==> src/rtl/axi4s_vid_out_pkg.sv <==
// Shared FSM state type and frame-geometry helpers for the AXI4-Stream to native video bridge.
package axi4s_vid_out_pkg;

  typedef enum logic [1:0] {
    WAIT_SOF = 2'd0,
    ARMED    = 2'd1,
    RUN      = 2'd2
  } state_t;

  function automatic int sum4(input int a, input int b, input int c, input int d);
    return a + b + c + d;
  endfunction

  // Totals for the default 720p geometry; other geometries derive theirs with sum4().
  localparam int H_TOT = sum4(1280, 110, 40, 220);
  localparam int V_TOT = sum4(720, 5, 5, 20);

endpackage

==> src/rtl/axi4s_vid_out_tgen_if.sv <==
// AXI4-Stream video bus: tuser marks start of frame, tlast marks end of line.
interface axi4s_vid_out_tgen_if #(
  parameter int C_TDATA_WIDTH = 32
) ();
  logic [C_TDATA_WIDTH-1:0] tdata;
  logic                     tvalid;
  logic                     tready;
  logic                     tuser;
  logic                     tlast;

  modport master (output tdata, output tvalid, output tuser, output tlast, input tready);
  modport slave  (input tdata, input tvalid, input tuser, input tlast, output tready);
endinterface

==> src/rtl/vid_out_timing_gen.sv <==
// Free-running raster counters with registered active, blank and sync outputs.
module vid_out_timing_gen
  import axi4s_vid_out_pkg::*;
#(
  parameter int C_CNT_WIDTH = 12,
  parameter int C_H_ACTIVE  = 1280,
  parameter int C_H_FP      = 110,
  parameter int C_H_SYNC    = 40,
  parameter int C_H_BP      = 220,
  parameter int C_V_ACTIVE  = 720,
  parameter int C_V_FP      = 5,
  parameter int C_V_SYNC    = 5,
  parameter int C_V_BP      = 20,
  parameter bit C_HSYNC_POL = 1'b1,
  parameter bit C_VSYNC_POL = 1'b1
) (
  input  logic                   clk,
  input  logic                   rst_n,
  input  logic                   ce,
  output logic [C_CNT_WIDTH-1:0] h,
  output logic [C_CNT_WIDTH-1:0] v,
  output logic                   active_c,
  output logic                   active,
  output logic                   hblank,
  output logic                   vblank,
  output logic                   hsync,
  output logic                   vsync
);

  localparam int H_TOTAL = sum4(C_H_ACTIVE, C_H_FP, C_H_SYNC, C_H_BP);
  localparam int V_TOTAL = sum4(C_V_ACTIVE, C_V_FP, C_V_SYNC, C_V_BP);

  localparam logic [C_CNT_WIDTH-1:0] ONE      = C_CNT_WIDTH'(1);
  localparam logic [C_CNT_WIDTH-1:0] H_LAST   = C_CNT_WIDTH'(H_TOTAL - 1);
  localparam logic [C_CNT_WIDTH-1:0] V_LAST   = C_CNT_WIDTH'(V_TOTAL - 1);
  localparam logic [C_CNT_WIDTH-1:0] H_ACT    = C_CNT_WIDTH'(C_H_ACTIVE);
  localparam logic [C_CNT_WIDTH-1:0] V_ACT    = C_CNT_WIDTH'(C_V_ACTIVE);
  localparam logic [C_CNT_WIDTH-1:0] H_SYNC_S = C_CNT_WIDTH'(C_H_ACTIVE + C_H_FP);
  localparam logic [C_CNT_WIDTH-1:0] H_SYNC_E = C_CNT_WIDTH'(C_H_ACTIVE + C_H_FP + C_H_SYNC);
  localparam logic [C_CNT_WIDTH-1:0] V_SYNC_S = C_CNT_WIDTH'(C_V_ACTIVE + C_V_FP);
  localparam logic [C_CNT_WIDTH-1:0] V_SYNC_E = C_CNT_WIDTH'(C_V_ACTIVE + C_V_FP + C_V_SYNC);

  logic h_wrap, v_wrap, hblank_c, vblank_c, hsync_c, vsync_c;

  assign h_wrap   = (h == H_LAST);
  assign v_wrap   = (v == V_LAST);
  assign hblank_c = (h >= H_ACT);
  assign vblank_c = (v >= V_ACT);
  assign active_c = ~hblank_c & ~vblank_c;
  assign hsync_c  = (h >= H_SYNC_S) && (h < H_SYNC_E);
  assign vsync_c  = (v >= V_SYNC_S) && (v < V_SYNC_E);

  // NOTE: sequential state uses non-blocking (<=) so every flop samples pre-edge values.
  always_ff @(posedge clk or negedge rst_n) begin
    if (!rst_n) begin
      h      <= '0;
      v      <= '0;
      active <= 1'b0;
      hblank <= 1'b0;
      vblank <= 1'b0;
      hsync  <= ~C_HSYNC_POL;
      vsync  <= ~C_VSYNC_POL;
    end else if (ce) begin
      h <= h_wrap ? '0 : h + ONE;
      if (h_wrap) begin
        v <= v_wrap ? '0 : v + ONE;
      end
      // Outputs describe the counter value of the cycle just ended.
      active <= active_c;
      hblank <= hblank_c;
      vblank <= vblank_c;
      hsync  <= hsync_c ? C_HSYNC_POL : ~C_HSYNC_POL;
      vsync  <= vsync_c ? C_VSYNC_POL : ~C_VSYNC_POL;
    end
  end

endmodule

==> src/rtl/axi4s_vid_out_tgen.sv <==
// AXI4-Stream video to native parallel video, aligning stream frames to the generated raster.
module axi4s_vid_out_tgen
  import axi4s_vid_out_pkg::*;
#(
  parameter int C_M_AXIS_TDATA_WIDTH = 32,
  parameter int C_CNT_WIDTH          = 12,
  parameter int C_H_ACTIVE           = 1280,
  parameter int C_H_FP               = 110,
  parameter int C_H_SYNC             = 40,
  parameter int C_H_BP               = 220,
  parameter int C_V_ACTIVE           = 720,
  parameter int C_V_FP               = 5,
  parameter int C_V_SYNC             = 5,
  parameter int C_V_BP               = 20,
  parameter bit C_HSYNC_POL          = 1'b1,
  parameter bit C_VSYNC_POL          = 1'b1
) (
  input  logic                            aclk,
  input  logic                            aresetn,
  input  logic                            aclken,
  input  logic                            enable,
  axi4s_vid_out_tgen_if.slave             s_axis_video,
  output logic [C_M_AXIS_TDATA_WIDTH-1:0] vid_data,
  output logic                            vid_active_video,
  output logic                            vid_hblank,
  output logic                            vid_vblank,
  output logic                            vid_hsync,
  output logic                            vid_vsync,
  output logic                            locked,
  output logic                            underflow,
  output logic                            line_err
);

  localparam logic [C_CNT_WIDTH-1:0] H_LAST_ACT = C_CNT_WIDTH'(C_H_ACTIVE - 1);

  logic [C_CNT_WIDTH-1:0]          h, v;
  logic                            active_c, origin, last_col, tready_c;
  logic [C_M_AXIS_TDATA_WIDTH-1:0] data_n;
  logic                            underflow_n, line_err_n;
  state_t                          state, state_n;

  vid_out_timing_gen #(
    .C_CNT_WIDTH (C_CNT_WIDTH),
    .C_H_ACTIVE  (C_H_ACTIVE),
    .C_H_FP      (C_H_FP),
    .C_H_SYNC    (C_H_SYNC),
    .C_H_BP      (C_H_BP),
    .C_V_ACTIVE  (C_V_ACTIVE),
    .C_V_FP      (C_V_FP),
    .C_V_SYNC    (C_V_SYNC),
    .C_V_BP      (C_V_BP),
    .C_HSYNC_POL (C_HSYNC_POL),
    .C_VSYNC_POL (C_VSYNC_POL)
  ) u_timing (
    .clk      (aclk),
    .rst_n    (aresetn),
    .ce       (aclken),
    .h        (h),
    .v        (v),
    .active_c (active_c),
    .active   (vid_active_video),
    .hblank   (vid_hblank),
    .vblank   (vid_vblank),
    .hsync    (vid_hsync),
    .vsync    (vid_vsync)
  );

  assign origin   = (h == '0) && (v == '0);
  assign last_col = (h == H_LAST_ACT);

  // Ready never rises while the block is frozen or held in reset.
  assign s_axis_video.tready = tready_c & aclken & aresetn;

  // NOTE: every signal driven here gets a default first, so no path can infer a latch.
  always_comb begin
    state_n     = state;
    tready_c    = 1'b0;
    data_n      = '0;
    underflow_n = 1'b0;
    line_err_n  = 1'b0;
    if (!enable) begin
      state_n = WAIT_SOF;
    end else begin
      unique case (state)
        WAIT_SOF: begin
          tready_c = ~s_axis_video.tuser;
          if (s_axis_video.tvalid && s_axis_video.tuser) state_n = ARMED;
        end
        ARMED, RUN: begin
          // An armed SOF beat is consumed exactly like a running pixel at the frame origin.
          if (state == RUN || origin) begin
            tready_c = active_c & ~(s_axis_video.tuser & ~origin);
            if (active_c) begin
              if (!s_axis_video.tvalid) begin
                underflow_n = 1'b1;
                state_n     = WAIT_SOF;
              end else if (s_axis_video.tuser && !origin) begin
                line_err_n = 1'b1;
                state_n    = ARMED;
              end else begin
                data_n  = s_axis_video.tdata;
                state_n = RUN;
                if (s_axis_video.tlast != last_col) begin
                  line_err_n = 1'b1;
                  state_n    = WAIT_SOF;
                end
              end
            end
          end
        end
        default: state_n = WAIT_SOF;
      endcase
    end
  end

  always_ff @(posedge aclk or negedge aresetn) begin
    if (!aresetn) begin
      state     <= WAIT_SOF;
      vid_data  <= '0;
      locked    <= 1'b0;
      underflow <= 1'b0;
      line_err  <= 1'b0;
    end else if (aclken) begin
      state     <= state_n;
      vid_data  <= data_n;
      locked    <= (state_n == RUN);
      underflow <= underflow_n;
      line_err  <= line_err_n;
    end
  end

endmodule

==> src/flat_wrapper.sv <==
// flat-port wrapper written by rule: the top's interface ports become plain ports
module axi4s_vid_out_tgen_flat import axi4s_vid_out_pkg::*;
#(
  parameter int C_M_AXIS_TDATA_WIDTH = 32,
  parameter int C_CNT_WIDTH          = 12,
  parameter int C_H_ACTIVE           = 1280,
  parameter int C_H_FP               = 110,
  parameter int C_H_SYNC             = 40,
  parameter int C_H_BP               = 220,
  parameter int C_V_ACTIVE           = 720,
  parameter int C_V_FP               = 5,
  parameter int C_V_SYNC             = 5,
  parameter int C_V_BP               = 20,
  parameter bit C_HSYNC_POL          = 1'b1,
  parameter bit C_VSYNC_POL          = 1'b1
)
  (aclk, aresetn, aclken, enable, vid_data, vid_active_video, vid_hblank, vid_vblank, vid_hsync, vid_vsync, locked, underflow, line_err, s_axis_video_tdata, s_axis_video_tvalid, s_axis_video_tuser, s_axis_video_tlast, s_axis_video_tready);
  axi4s_vid_out_tgen_if #(.C_TDATA_WIDTH((32))) s_axis_video_i ();
  input  logic aclk;
  input  logic aresetn;
  input  logic aclken;
  input  logic enable;
  output logic [C_M_AXIS_TDATA_WIDTH-1:0] vid_data;
  output logic vid_active_video;
  output logic vid_hblank;
  output logic vid_vblank;
  output logic vid_hsync;
  output logic vid_vsync;
  output logic locked;
  output logic underflow;
  output logic line_err;
  input wire logic [$bits(s_axis_video_i.tdata)-1:0] s_axis_video_tdata;
  input wire logic [$bits(s_axis_video_i.tvalid)-1:0] s_axis_video_tvalid;
  input wire logic [$bits(s_axis_video_i.tuser)-1:0] s_axis_video_tuser;
  input wire logic [$bits(s_axis_video_i.tlast)-1:0] s_axis_video_tlast;
  output wire logic [$bits(s_axis_video_i.tready)-1:0] s_axis_video_tready;
  assign s_axis_video_i.tdata = s_axis_video_tdata;
  assign s_axis_video_i.tvalid = s_axis_video_tvalid;
  assign s_axis_video_i.tuser = s_axis_video_tuser;
  assign s_axis_video_i.tlast = s_axis_video_tlast;
  assign s_axis_video_tready = s_axis_video_i.tready;
  axi4s_vid_out_tgen #(.C_M_AXIS_TDATA_WIDTH(C_M_AXIS_TDATA_WIDTH), .C_CNT_WIDTH(C_CNT_WIDTH), .C_H_ACTIVE(C_H_ACTIVE), .C_H_FP(C_H_FP), .C_H_SYNC(C_H_SYNC), .C_H_BP(C_H_BP), .C_V_ACTIVE(C_V_ACTIVE), .C_V_FP(C_V_FP), .C_V_SYNC(C_V_SYNC), .C_V_BP(C_V_BP), .C_HSYNC_POL(C_HSYNC_POL), .C_VSYNC_POL(C_VSYNC_POL)) u_core (.aclk(aclk), .aresetn(aresetn), .aclken(aclken), .enable(enable), .s_axis_video(s_axis_video_i), .vid_data(vid_data), .vid_active_video(vid_active_video), .vid_hblank(vid_hblank), .vid_vblank(vid_vblank), .vid_hsync(vid_hsync), .vid_vsync(vid_vsync), .locked(locked), .underflow(underflow), .line_err(line_err));
endmodule
==> config.mk <==
export PLATFORM = sky130hd
export DESIGN_NAME = axi4s_vid_out_tgen_flat
export DESIGN_NICKNAME = d
export VERILOG_FILES = /design/src/rtl/axi4s_vid_out_pkg.sv /design/src/rtl/axi4s_vid_out_tgen_if.sv /design/src/rtl/vid_out_timing_gen.sv /design/src/rtl/axi4s_vid_out_tgen.sv /design/src/flat_wrapper.sv
export SDC_FILE = /design/constraint.sdc
export NUM_CORES = 1
export LEC_CHECK = 0
export ABC_CLOCK_PERIOD_IN_PS = 3700
export BUFFER_PORTS_ARGS = -buffer_cell sky130_fd_sc_hd__buf_2
export CORE_MARGIN = 1
export CORE_UTILIZATION = 38
export DETAILED_ROUTE_END_ITERATION = 10
export GPL_TIMING_DRIVEN = 0
export PLACE_DENSITY = 0.65
export SYNTH_ARGS = -nofsm -noshare
export SYNTH_HDL_FRONTEND = slang
export SYNTH_SLANG_ARGS = --single-unit
==> constraint.sdc <==
create_clock -name aclk -period 3.7 [get_ports aclk]
set_clock_uncertainty 0.1 [all_clocks]
set_input_delay 0.74 -clock aclk [delete_from_list [all_inputs] [get_ports aclk]]
set_output_delay 0.74 -clock aclk [all_outputs]
set_load 0.01 [all_outputs]
Yosys cells after proc, flatten, opt, wreduce, memory -nomap -nowiden

Cells that the tools add are included.

Add/subtract/negate cells: 2
$lt $le $gt $ge: 6
Equality and inequality tests: 7
Mux-type cells: 33
Bitwise operators: 10
Reduce and logical (&&, ||, !) cells: 12

Operator list:

| kind                                                                | number |
|---|---|
| two-way mux 32 bit                                                  | 6 |
| adder 12 x 1 -> 12 bit, second input constant                       | 2 |
| equality test 12 x 11 -> 1 bit, second input constant               | 2 |
| greater-or-equal comparator 12 x 10 -> 1 bit, second input constant | 2 |
| greater-or-equal comparator 12 x 11 -> 1 bit, second input constant | 2 |
| logical NOT 12 bit                                                  | 2 |
| two-way mux 12 bit                                                  | 2 |
| two-way mux 1 bit                                                   | 16 |
| two-way mux 2 bit                                                   | 7 |
| equality test 12 x 10 -> 1 bit, second input constant               | 1 |
| less-than comparator 12 x 10 -> 1 bit, second input constant        | 1 |
| less-than comparator 12 x 11 -> 1 bit, second input constant        | 1 |
| bitwise AND 1 bit                                                   | 5 |
| logical AND 1 bit                                                   | 5 |
| inverter 1 bit                                                      | 5 |
| equality test 2 bit, second input constant                          | 2 |
| case mux 2 bit (2 select lines)                                     | 1 |
| equality test 2 x 1 -> 1 bit, second input constant                 | 1 |
| logical NOT 2 bit                                                   | 1 |
| case mux 1 bit (2 select lines)                                     | 1 |
| AND reduction 2 bit                                                 | 1 |
| OR reduction 2 bit                                                  | 1 |
| logical NOT 1 bit                                                   | 1 |
| logical OR 1 bit                                                    | 1 |
| != test 1 bit                                                       | 1 |

Flip-flop bits (word level): 66
Input bits: 39
Output and inout bits: 41
Word-level logic and storage cells: 82

Depth between registers and ports, before layout

Gate-level depths: netlist of run 1.

Depth after elaboration: 11
Depth in mapped cells: 9
Mapped depth without buffers: 8

Modules after synthesis

Synthesis of run 1 repeated with hierarchy kept, for this count alone.

Cells, all modules: 304
Area total of the unflattened synthesis: 3,320.7 um^2

By module, submodules not included:

| module             | times used | cells each | area an instance (um^2) | seq. area each (um^2) |
|---|---|---|---|---|
| vid_out_timing_gen | 1          | 174        | 1,662.8                 | 725.7 |
| axi4s_vid_out_tgen | 1          | 130        | 1,657.8                 | 925.9 |

Worst setup path before layout of run 1

OpenSTA, ideal clock, no wires.

Kind: reg2out
Start point: reg u_core.u_timing.h[10]
End point: out s_axis_video_tready
Data arrival time: 2,391 ps
Required time: 2,860 ps
Setup slack: 469 ps
Stages on the path, launching flop included: 7
Buffers on the path: 0
Cells stage by stage: dfrtp_1 > or4_1 > or4_4 > nor4_4 > o211ai_1 > a21o_1 > a21oi_1

Longest elaborated chain between the ends: 11

RTL lines:

| item                                                                                 | line                     | source |
|---|---|---|
| from (decl)                                                                          | vid_out_timing_gen.sv:20 | `output logic [C_CNT_WIDTH-1:0] h,` |
| from (signal assigned)                                                               | vid_out_timing_gen.sv:64 | `h <= h_wrap ? '0 : h + ONE;` |
| branches (longest 6 deep; another with greater-or-equal comparator 12 x 11 -> 1 bit) | --                       |  |
| two-way mux 1 bit (*)                                                                | axi4s_vid_out_tgen.sv:91 | `if (state == RUN \|\| origin) begin` |
| case mux 1 bit (2 select lines) (*)                                                  | axi4s_vid_out_tgen.sv:84 | `unique case (state)` |
| two-way mux 1 bit (*)                                                                | axi4s_vid_out_tgen.sv:81 | `if (!enable) begin` |
| bitwise AND 1 bit (*) (2 in a row)                                                   | axi4s_vid_out_tgen.sv:72 | `assign s_axis_video.tready = tready_c & aclken & aresetn;` |
| to (decl)                                                                            | flat_wrapper.sv:36       | `output wire logic [$bits(s_axis_video_i.tready)-1:0] s_axis_video_tready;` |

Every way passes the cells marked *.

Worst setup path in the final report of run 1

Same ends and word-level chain as after synthesis.

==> results of run 1 <==
-- worst paths after layout --
kind,startpoint,to,slack [ns],cells after the start
worst max-delay path,u_core.u_timing.h[10],s_axis_video_tready,0.20,7
worst min-delay path,aresetn,u_core.vid_data[12],0.38,1
worst max register to register,u_core.u_timing.h[10],u_core.vid_data[28],0.83,8
worst min register to register,u_core.u_timing.vsync,u_core.u_timing.vsync,0.39,1
max in group asynchronous,aresetn,u_core.u_timing.h[10],2.49,1
min in group aclk,u_core.u_timing.vsync,u_core.u_timing.vsync,0.39,1
-- cells by family after synthesis --
kind of cell,after synthesis,synth area share [%]
simple gates,108,18.16
compound gates,70,17.74
flops,66,51.12
buf+inv,24,3.524
xor+xnor,18,4.880
fa+ha+maj,10,3.873
mux,2,0.6971
-- routing by layer --
metal  wire (um)  vias up  global-route usage, %
met3         431       11                  3.641
met2        3622       83                  27.60
met1        3612     1298                  25.86
met5           0        -                      0
met4         103        0                  6.026
li1            -     1265                      -
-- what timing repair did --
item,4_1_cts,5_1_grt
hold buffers,0,0
buffers inserted,1,0
setup endpoints to repair,1,1
pin swaps,1,1
gates resized for setup,1,2
hold endpoints to repair,0,0
gates cloned,0,0
-- layout make-up --
type / instances / area, um^2
flip-flops and latches: 66 / 1653
clock inverters: 7 / 93.84
plain buffers: 13 / 72.57
repair buffers: 79 / 400.4
fillers: 778 / 4218
inverters: 11 / 41.29
well taps: 105 / 131.4
clock buffers: 9 / 123.9
multi-input cells: 208 / 1483
-- state kept, by name, summed over array words and instances (netlist names) --
signal                  count
u_core.line_err             1
u_core.locked               1
u_core.state                2
u_core.u_timing.active      1
u_core.u_timing.h          12
u_core.u_timing.hblank      1
u_core.u_timing.hsync       1
u_core.u_timing.v          12
u_core.u_timing.vblank      1
u_core.u_timing.vsync       1
u_core.underflow            1
u_core.vid_data            32
-- metrics by stage --
stage / cells / area (um^2) / utilization [%] / setup slack (ns)
floorplan: 298 / 3231 / - / 0.4685
global placement: 481 / 3752 / 45.67 / 0.008671
detailed placement: 481 / 3755 / 45.70 / 0.04502
CTS: 498 / 3985 / 48.50 / 0.03274
global route: 498 / 3999 / 48.67 / 0.07174
finish: 498 / 3999 / 48.67 / 0.1976
-- critical path: cells and delay by family, from the launching register on --
kind | cells | cell delay [ns]
AO/OA/AOI/OAI | 3 | 0.47
buffers and inverters | 1 | 0.15
flip-flops | 1 | 0.47
AND/OR/NAND/NOR | 3 | 1.23
-- synthesized netlist by cell type (2+ instances only) --
master	number
a21oi_1	7
a31oi_1	5
nor2_1	26
o2bb2ai_1	2
buf_6	3
nor4_1	4
a22o_2	27
nand3b_1	5
o21ai_0	8
clkbuf_1	9
inv_1	10
xnor2_1	11
ha_1	10
and4_1	2
a21o_1	5
nor2b_1	2
or4_1	3
mux2_2	2
xor2_1	7
a22o_1	6
nand3_1	11
dfrtp_1	66
and2_1	4
and3_1	4
nand4_1	6
nor3_1	10
nand2_1	21
-- power breakdown --
| part | internal (mW) | total, mW | switching (mW) |
|---|---|---|---|
| sequential | 0.753 | 0.791 | 0.0378 |
| clock | 0.378 | 0.668 | 0.290 |
| combinational | 0.0780 | 0.202 | 0.124 |
| total | 1.21 | 1.66 | 0.452 |
==> results.json, run 1 <==
{
  "io_buffers": 78,
  "cpPeakStageDelay_ns": 0.52,
  "worstSetupStartpointType": "register",
  "drive_gt1_share_pct": 34.35,
  "maxSlewViolCount": 0,
  "num_vias": 2657,
  "overflow": 0,
  "ant_nets": 0,
  "synth_fp_nets": 347,
  "drv_cap": 0,
  "drt-total-wl_um": 7770,
  "syn_avg_cell_area_um2": 10.84,
  "chipHeight_um": 94.21,
  "final_cell_mix": "78 x buf_2, 65 x dfrtp_1, 27 x a22o_2",
  "numCtsBuffers": 9,
  "vias_per_cell": 5.335,
  "fin_tns_setup_ns": 0,
  "crit_arrival_ns": 2.66,
  "grt_use_total_pct": 18.23,
  "ys_types": 49,
  "hold_class": "in2async",
  "fp.coreArea_mm2": 0.008217,
  "layout_commonest_cell": "buf_2",
  "worst_skew_pair.late_latency_ns": 0.35,
  "ys_ff_latch": 66,
  "drc": 0,
  "yosysSeqAreaShare_pct": 51.12,
  "synth.top_cell.area_share_pct": 51.12,
  "cp.required_ns": 2.86,
  "hold_slack_ns": 0.3811,
  "path_cells": "or4_1 > or4_4 > nor4_4 > o211ai_1 > a21o_1 > a21oi_1 > buf_2",
  "gp_congestion": 0.8911,
  "yosysWarnings": 0,
  "antenna_found_initial": 0,
  "drt_pass1_iterations": 4,
  "num_antenna_cells": 0,
  "grt_pass1_wl_um": 12520,
  "critPathKind": "reg2out",
  "synth_edf_count": 0,
  "clock.fmax_mhz": 285.5,
  "status": "finished, final reports clean",
  "setup_viol": 0,
  "cts_sinks": 66,
  "grt_pass1_vias": 2578,
  "netlist_area_mm2": 0.003231,
  "power_density_mw_per_mm2": 415.5,
  "leakage_nw": 2.031,
  "vdd_drop_max_v": 0.0002534,
  "hold_viol": 0,
  "initial_utilization_pct": 39.32,
  "die_area_mm2": 0.008875,
  "period_share_pct": 94.66,
  "fp-row-count": 33,
  "power_mw": 1.662,
  "grt_max_degree": 68,
  "synthTopCellsByArea": "dfrtp_1 51%, a22o_2 8.4%, ha_1 3.9%",
  "cp_slowest_cell": "or4_1",
  "io_pins": 80,
  "drt_iter0_markers": 99,
  "crit_path_end_kind": "output port",
  "clockBufferDepth": 2,
  "synthArstFlopShare_pct": 100.0,
  "synth_top_area_cell": "dfrtp_1",
  "h-tree-depth": 3,
  "cts_tree": "yes",
  "cp_max_fo": 7,
  "die_w_um": 94.21,
  "clk_pin_slew_ns": 0.08,
  "min_period_ns": 3.502,
  "syn_inst": 298,
  "final_nets": 437,
  "slew_headroom_pct": 40.32,
  "worst_pin_slew_ns": 0.8827,
  "synth_ff_type": "dfrtp_1",
  "dp_hpwl_um": 5539,
  "clock-root-buffer": "clkbuf_8",
  "wl_per_cell_um": 15.60,
  "rsz0062_at_grt": "false",
  "area_growth_pct": 23.78
}
No activity file was read; power rests on OpenSTA's default activity.
==> run 2: changes to the inputs <==
--- a/config.mk
+++ b/config.mk
@@ -12,6 +12,7 @@
 export DETAILED_ROUTE_END_ITERATION = 10
 export GPL_TIMING_DRIVEN = 0
 export PLACE_DENSITY = 0.65
+export REMOVE_ABC_BUFFERS = 1
 export SYNTH_ARGS = -nofsm -noshare
 export SYNTH_HDL_FRONTEND = slang
 export SYNTH_SLANG_ARGS = --single-unit
==> run 2 against run 1 <==
Power fell by 0.38%. Critical path depth did not move. Register-to-register slack got worse by 0.58 ns. Hold slack improved by 0.010 ns. Sequential share of layout area rose by 0.40 points. Combinational power fell by 10%. Count of clock-buffer cells in the layout rose by 1. Routed wire length barely moved. Largest cell class unchanged. Largest power group unchanged.
==> results.json, run 2 (synthesis results as in run 1) <==
{
  "status": "finished, final reports clean",
  "largest_reg_flops": 32,
  "drt-total-wl_um": 7777,
  "worst_pin_slew_ns": 1.211,
  "cts_tree": "yes",
  "period_share_pct": 95.54,
  "holdBufCountCts": 0,
  "io_pins": 80,
  "drt_pass1_iterations": 4,
  "min_period_ns": 3.535,
  "dp_hpwl_um": 4998,
  "overflow": 0,
  "drt_iter0_markers": 184,
  "numCtsBuffers": 9,
  "cp.required_ns": 2.86,
  "h-tree-depth": 3,
  "drive_gt1_share_pct": 34.90,
  "fp-row-count": 33,
  "clockBufferDepth": 2,
  "area_growth_pct": 22.58,
  "critPathKind": "reg2out",
  "cts_sinks": 66,
  "regMostFlops": "u_core.vid_data",
  "power_density_mw_per_mm2": 418.0,
  "multiInputGateArea_mm2": 0.001495,
  "grt_max_degree": 68,
  "clock.fmax_mhz": 282.9,
  "die_w_um": 94.21,
  "grt_pass1_vias": 2462,
  "fp.coreArea_mm2": 0.008217,
  "clk_pin_slew_ns": 0.07,
  "vdd_drop_max_v": 0.0002116,
  "layout_commonest_cell": "buf_2",
  "fin_tns_setup_ns": 0,
  "leakage_nw": 2.005,
  "power_mw": 1.655,
  "final_nets": 428,
  "die_area_mm2": 0.008875,
  "rsz0062_at_grt": "false",
  "slew_headroom_pct": 18.78,
  "crit_path_end_kind": "output port",
  "postPlaceCellArea_mm2": 0.003687,
  "drv_cap": 0,
  "hold_viol": 0,
  "io_buffers": 79,
  "maxSlewViolCount": 0,
  "chipHeight_um": 94.21,
  "num_antenna_cells": 0,
  "vias_per_cell": 5.317,
  "initial_utilization_pct": 39.32,
  "clock-root-buffer": "clkbuf_8",
  "whs_path_depth": 1,
  "drc": 0,
  "hold_slack_ns": 0.3915,
  "fill_cells": 779,
  "reg_top3": "u_core.vid_data: 32 flops, u_core.u_timing.h: 12 flops, u_core.u_timing.v: 12 flops",
  "gp_congestion": 0.8503,
  "grt_use_total_pct": 17.50,
  "crit_arrival_ns": 2.69,
  "reg2reg_depth": 7,
  "seqCellArea_mm2": 0.001653,
  "ant_nets": 0,
  "num_vias": 2600,
  "worstSetupStartpointType": "register",
  "final_cell_mix": "78 x buf_2, 65 x dfrtp_1, 27 x a22o_2",
  "cp_max_fo": 7,
  "wl_per_cell_um": 15.90,
  "setup_viol": 0,
  "hold_class": "reg2reg",
  "grt_pass1_wl_um": 12080,
  "design_area_mm2": 0.003960,
  "worst_skew_pair.late_latency_ns": 0.34,
  "antenna_found_initial": 0
}
==> run 2: stage by stage <==
stage          cells  utilization [%]  setup WS [ns]
2_1_floorplan    285                -         0.4685
3_3_place_gp     469            44.85        -0.1124
3_5_place_dp     469            44.88        -0.2022
4_1_cts          488            47.88         0.1269
5_1_grt          489            48.20        0.02658
6_report         489            48.20         0.1650
==> run 2: routing by layer <==
layer	vias up	wire [um]	GRT usage, %
li1	1251	-	-
met5	-	0	0
met3	4	368	4.612
met2	69	3827	28.14
met4	0	55	3.846
met1	1276	3525	23.49
==> run 2: timing repair <==
item | 4_1_cts | 5_1_grt
cloned | 0 | 1
gates resized for setup | 1 | 2
pin swaps | 1 | 0
endpoints found under the setup margin | 33 | 31
buffers inserted | 3 | 0
==> run 2: report_power, final <==
part / internal (mW) / total, mW / switching (mW)
combinational: 0.0747 / 0.181 / 0.106
clock: 0.380 / 0.667 / 0.287
sequential: 0.753 / 0.807 / 0.0535
==> run 2: final cells by class <==
type / count / share of cell area (%)
Clock buffer: 10 / 3.223
Inverter: 11 / 1.043
Timing Repair Buffer: 82 / 10.62
Sequential cell: 66 / 41.74
Tap cell: 105 / 3.318
Multi-Input combinational cell: 209 / 37.76
Clock inverter: 6 / 2.306
==> run 2: final timing paths <==
kind	from	to	slack, ns
worst max-delay path	u_core.u_timing.h[10]	s_axis_video_tready	0.17
worst min register to register	u_core.u_timing.vsync	u_core.u_timing.vsync	0.39
min in group asynchronous	aresetn	u_core.u_timing.h[8]	0.41
max in group asynchronous	aresetn	u_core.u_timing.h[10]	2.52
worst min-delay path	u_core.u_timing.vsync	u_core.u_timing.vsync	0.39
worst max register to register	u_core.u_timing.h[10]	u_core.vid_data[23]	0.25
==> run 2: critical path: stages, from the launching register on <==
cell and delay (ns):
dfrtp_2 0.47, or4_1 0.53, or4_4 0.50, nor4_4 0.24, o211ai_1 0.15, a21o_1 0.21, a21oi_1 0.11, buf_2 0.14
==> run 3: changes to the inputs <==
--- a/config.mk
+++ b/config.mk
@@ -5,6 +5,7 @@
 export SDC_FILE = /design/constraint.sdc
 export NUM_CORES = 1
 export LEC_CHECK = 0
+export ABC_AREA = 1
 export ABC_CLOCK_PERIOD_IN_PS = 3700
 export BUFFER_PORTS_ARGS = -buffer_cell sky130_fd_sc_hd__buf_2
 export CORE_MARGIN = 1
==> run 3 against run 2 <==
Synthesized cell count is 39% higher. Routed wire length hardly changed. Via count is 13% higher. Largest power group unchanged. Combinational power is 15% higher. Critical path depth is 1 lower.
==> results.json, run 3 <==
{
  "cts_sinks": 66,
  "numCtsBuffers": 9,
  "drc": 0,
  "synth.top_cell.area_share_pct": 47.23,
  "fp.coreArea_mm2": 0.008806,
  "maxSlewViolCount": 0,
  "post_cts_buffers": 0,
  "synth-xor-area-share_pct": 1.753,
  "crit_path_frequent_cell": "buf_2",
  "synth.mux.area_fraction_pct": 0,
  "fin_ws_ns": 0.6441,
  "path_delay_family": "buffers and inverters",
  "reg_top3": "u_core.vid_data: 32 flops, u_core.u_timing.h: 12 flops, u_core.u_timing.v: 12 flops",
  "io_pins": 80,
  "syn_avg_cell_area_um2": 8.447,
  "overflow": 0,
  "synthTopCellsByArea": "dfrtp_1 47%, nand2_1 10%, o21ai_2 7.5%",
  "netlist_top_cells_count": "94 x nand2_1, 68 x inv_1, 66 x dfrtp_1",
  "gp_congestion": 0.8583,
  "worst_pin_slew_ns": 0.8566,
  "postPlaceCellArea_mm2": 0.003978,
  "hold_path_startpoint": "u_core.vid_data[2]",
  "drt_pass1_iterations": 4,
  "design_area_mm2": 0.004219,
  "vdd_drop_max_v": 0.0001800,
  "hold_slack_ns": 0.3764,
  "synth_compound_area_share_pct": 14.67,
  "worst_skew_pair.late_latency_ns": 0.35,
  "min_period_ns": 3.056,
  "cts-resized-gates": 0,
  "largest_reg_flops": 32,
  "fill_cells": 831,
  "yosysSeqAreaShare_pct": 47.23,
  "synth_ff_type": "dfrtp_1",
  "crit_arrival_ns": 2.22,
  "synth_top_family_by_area": "simple AND/OR/NAND/NOR gates",
  "setup_viol": 0,
  "period_share_pct": 82.59,
  "final_cell_mix": "94 x nand2_1, 78 x buf_2, 68 x inv_1",
  "hold_viol": 0,
  "drv_cap": 0,
  "status": "finished, final reports clean",
  "clock.fmax_mhz": 327.2,
  "fin_tns_setup_ns": 0,
  "grt_max_degree": 68,
  "clk_pin_slew_ns": 0.07,
  "dp_slack_ns": 0.6328,
  "regMostFlops": "u_core.vid_data",
  "vias_per_cell": 4.813,
  "grt_pass1_vias": 3018,
  "synth_fa_ha_area_share_pct": 3.578,
  "syn_inst": 414,
  "synth_top_area_cell": "dfrtp_1",
  "critPathKind": "in2out",
  "cp_max_fo": 45,
  "grt_use_total_pct": 17.68,
  "crit_path_end_kind": "output port",
  "h-tree-depth": 3,
  "die_w_um": 97.93,
  "reg2reg_depth": 10,
  "cp.required_ns": 2.86,
  "io_buffers": 79,
  "clockBufferDepth": 2,
  "ys_ff_latch": 66,
  "fp-row-count": 34,
  "area_growth_pct": 20.64,
  "slew_headroom_pct": 42.89,
  "leakage_nw": 2.233,
  "initial_utilization_pct": 39.71,
  "final_core_util_pct": 47.91,
  "grt_pass1_wl_um": 13460,
  "wl_per_cell_um": 12.76,
  "hold_class": "reg2reg",
  "holdBufCountCts": 0,
  "synth_edf_count": 0,
  "ys_types": 35,
  "cpPeakStageDelay_ns": 0.43,
  "synthArstFlopShare_pct": 100.0,
  "power_density_mw_per_mm2": 413.6,
  "synthSimpleGateAreaFrac_pct": 23.47,
  "cp_slowest_cell": "nor3_1",
  "crit_buf_inv": 3,
  "drive_gt1_share_pct": 28.74,
  "worstSetupStartpoint": "aclken",
  "layout_commonest_cell": "nand2_1",
  "drt-total-wl_um": 7770,
  "cts_tree": "yes",
  "dp_hpwl_um": 5487,
  "rsz0062_at_grt": "false",
  "drt_iter0_markers": 134,
  "path_cells": "buf_2 > inv_2 > nor3_1 > nand2_1 > nor2_1 > buf_2",
  "worstSetupStartpointType": "input pin",
  "die_area_mm2": 0.009590,
  "netlist_area_mm2": 0.003497,
  "synth_most_common_cell": "nand2_1",
  "antenna_found_initial": 0,
  "whs_path_depth": 2,
  "clock-root-buffer": "clkbuf_8",
  "chipHeight_um": 97.93,
  "final_nets": 545,
  "crit_cells": 6,
  "num_vias": 2931,
  "r2r-start": "u_core.u_timing.h[1]",
  "yosysWarnings": 0,
  "num_antenna_cells": 0,
  "ant_nets": 0
}
run 3: final cells by class:
| type | count | area [um^2] | area share (%) |
|---|---|---|---|
| Sequential cell | 66 | 1652 | 39.15 |
| Multi-Input combinational cell | 268 | 1520 | 36.03 |
| Timing Repair Buffer | 79 | 397.9 | 9.431 |
| Inverter | 72 | 272.8 | 6.465 |
| Tap cell | 108 | 135.1 | 3.203 |
| Clock buffer | 9 | 123.9 | 2.936 |
| Clock inverter | 7 | 117.6 | 2.788 |
run 3: cell families (layout without fill, tap and decap cells):
logic type | after synthesis | after routing
simple gates | 178 | 178
flops | 66 | 66
fa+ha+maj | 10 | 10
compound gates | 73 | 73
xor+xnor | 7 | 7
buf+inv | 80 | 167
run 3: worst paths after layout:
path / slack [ns] / to
setup / recovery: 0.64 / s_axis_video_tready
hold / removal: 0.38 / u_core.vid_data[2]
setup reg to reg: 1.34 / u_core.vid_data[0]
hold reg to reg: 0.38 / u_core.vid_data[2]
max in group asynchronous: 2.55 / u_core.vid_data[28]
min in group asynchronous: 0.40 / u_core.u_timing.h[5]
run 3: worst min-delay path, stage by stage (launching register included):
cell and delay (ns):
dfrtp_1 0.34, nand2_1 0.06, o21ai_2 0.04
run 3: through the flow:
| stage | instances | power, mW |
|---|---|---|
| 3_5_place_dp | 593 | 1.018 |
| 2_1_floorplan | 406 | 0.9420 |
| 4_1_cts | 609 | 1.766 |
| 6_report | 609 | 1.745 |
| 5_1_grt | 609 | 1.828 |
| 3_3_place_gp | 593 | 1.013 |
run 3: power breakdown:
group          switching [mW]  total (mW)  internal, mW
Sequential             0.0427       0.797         0.754
Clock                   0.294       0.741         0.447
Combinational           0.135       0.208        0.0730
Total                   0.471        1.75          1.27
run 3: per-layer routing:
| metal | track usage [%] | vias up | share of wire (%) |
|---|---|---|---|
| li1 | - | 1480 | - |
| met1 | 21.90 | 1343 | 46 |
| met2 | 27.57 | 96 | 44 |
| met3 | 6.228 | 12 | 8.1 |
| met4 | 8.392 | 0 | 1.8 |
| met5 | 0 | - | 0 |
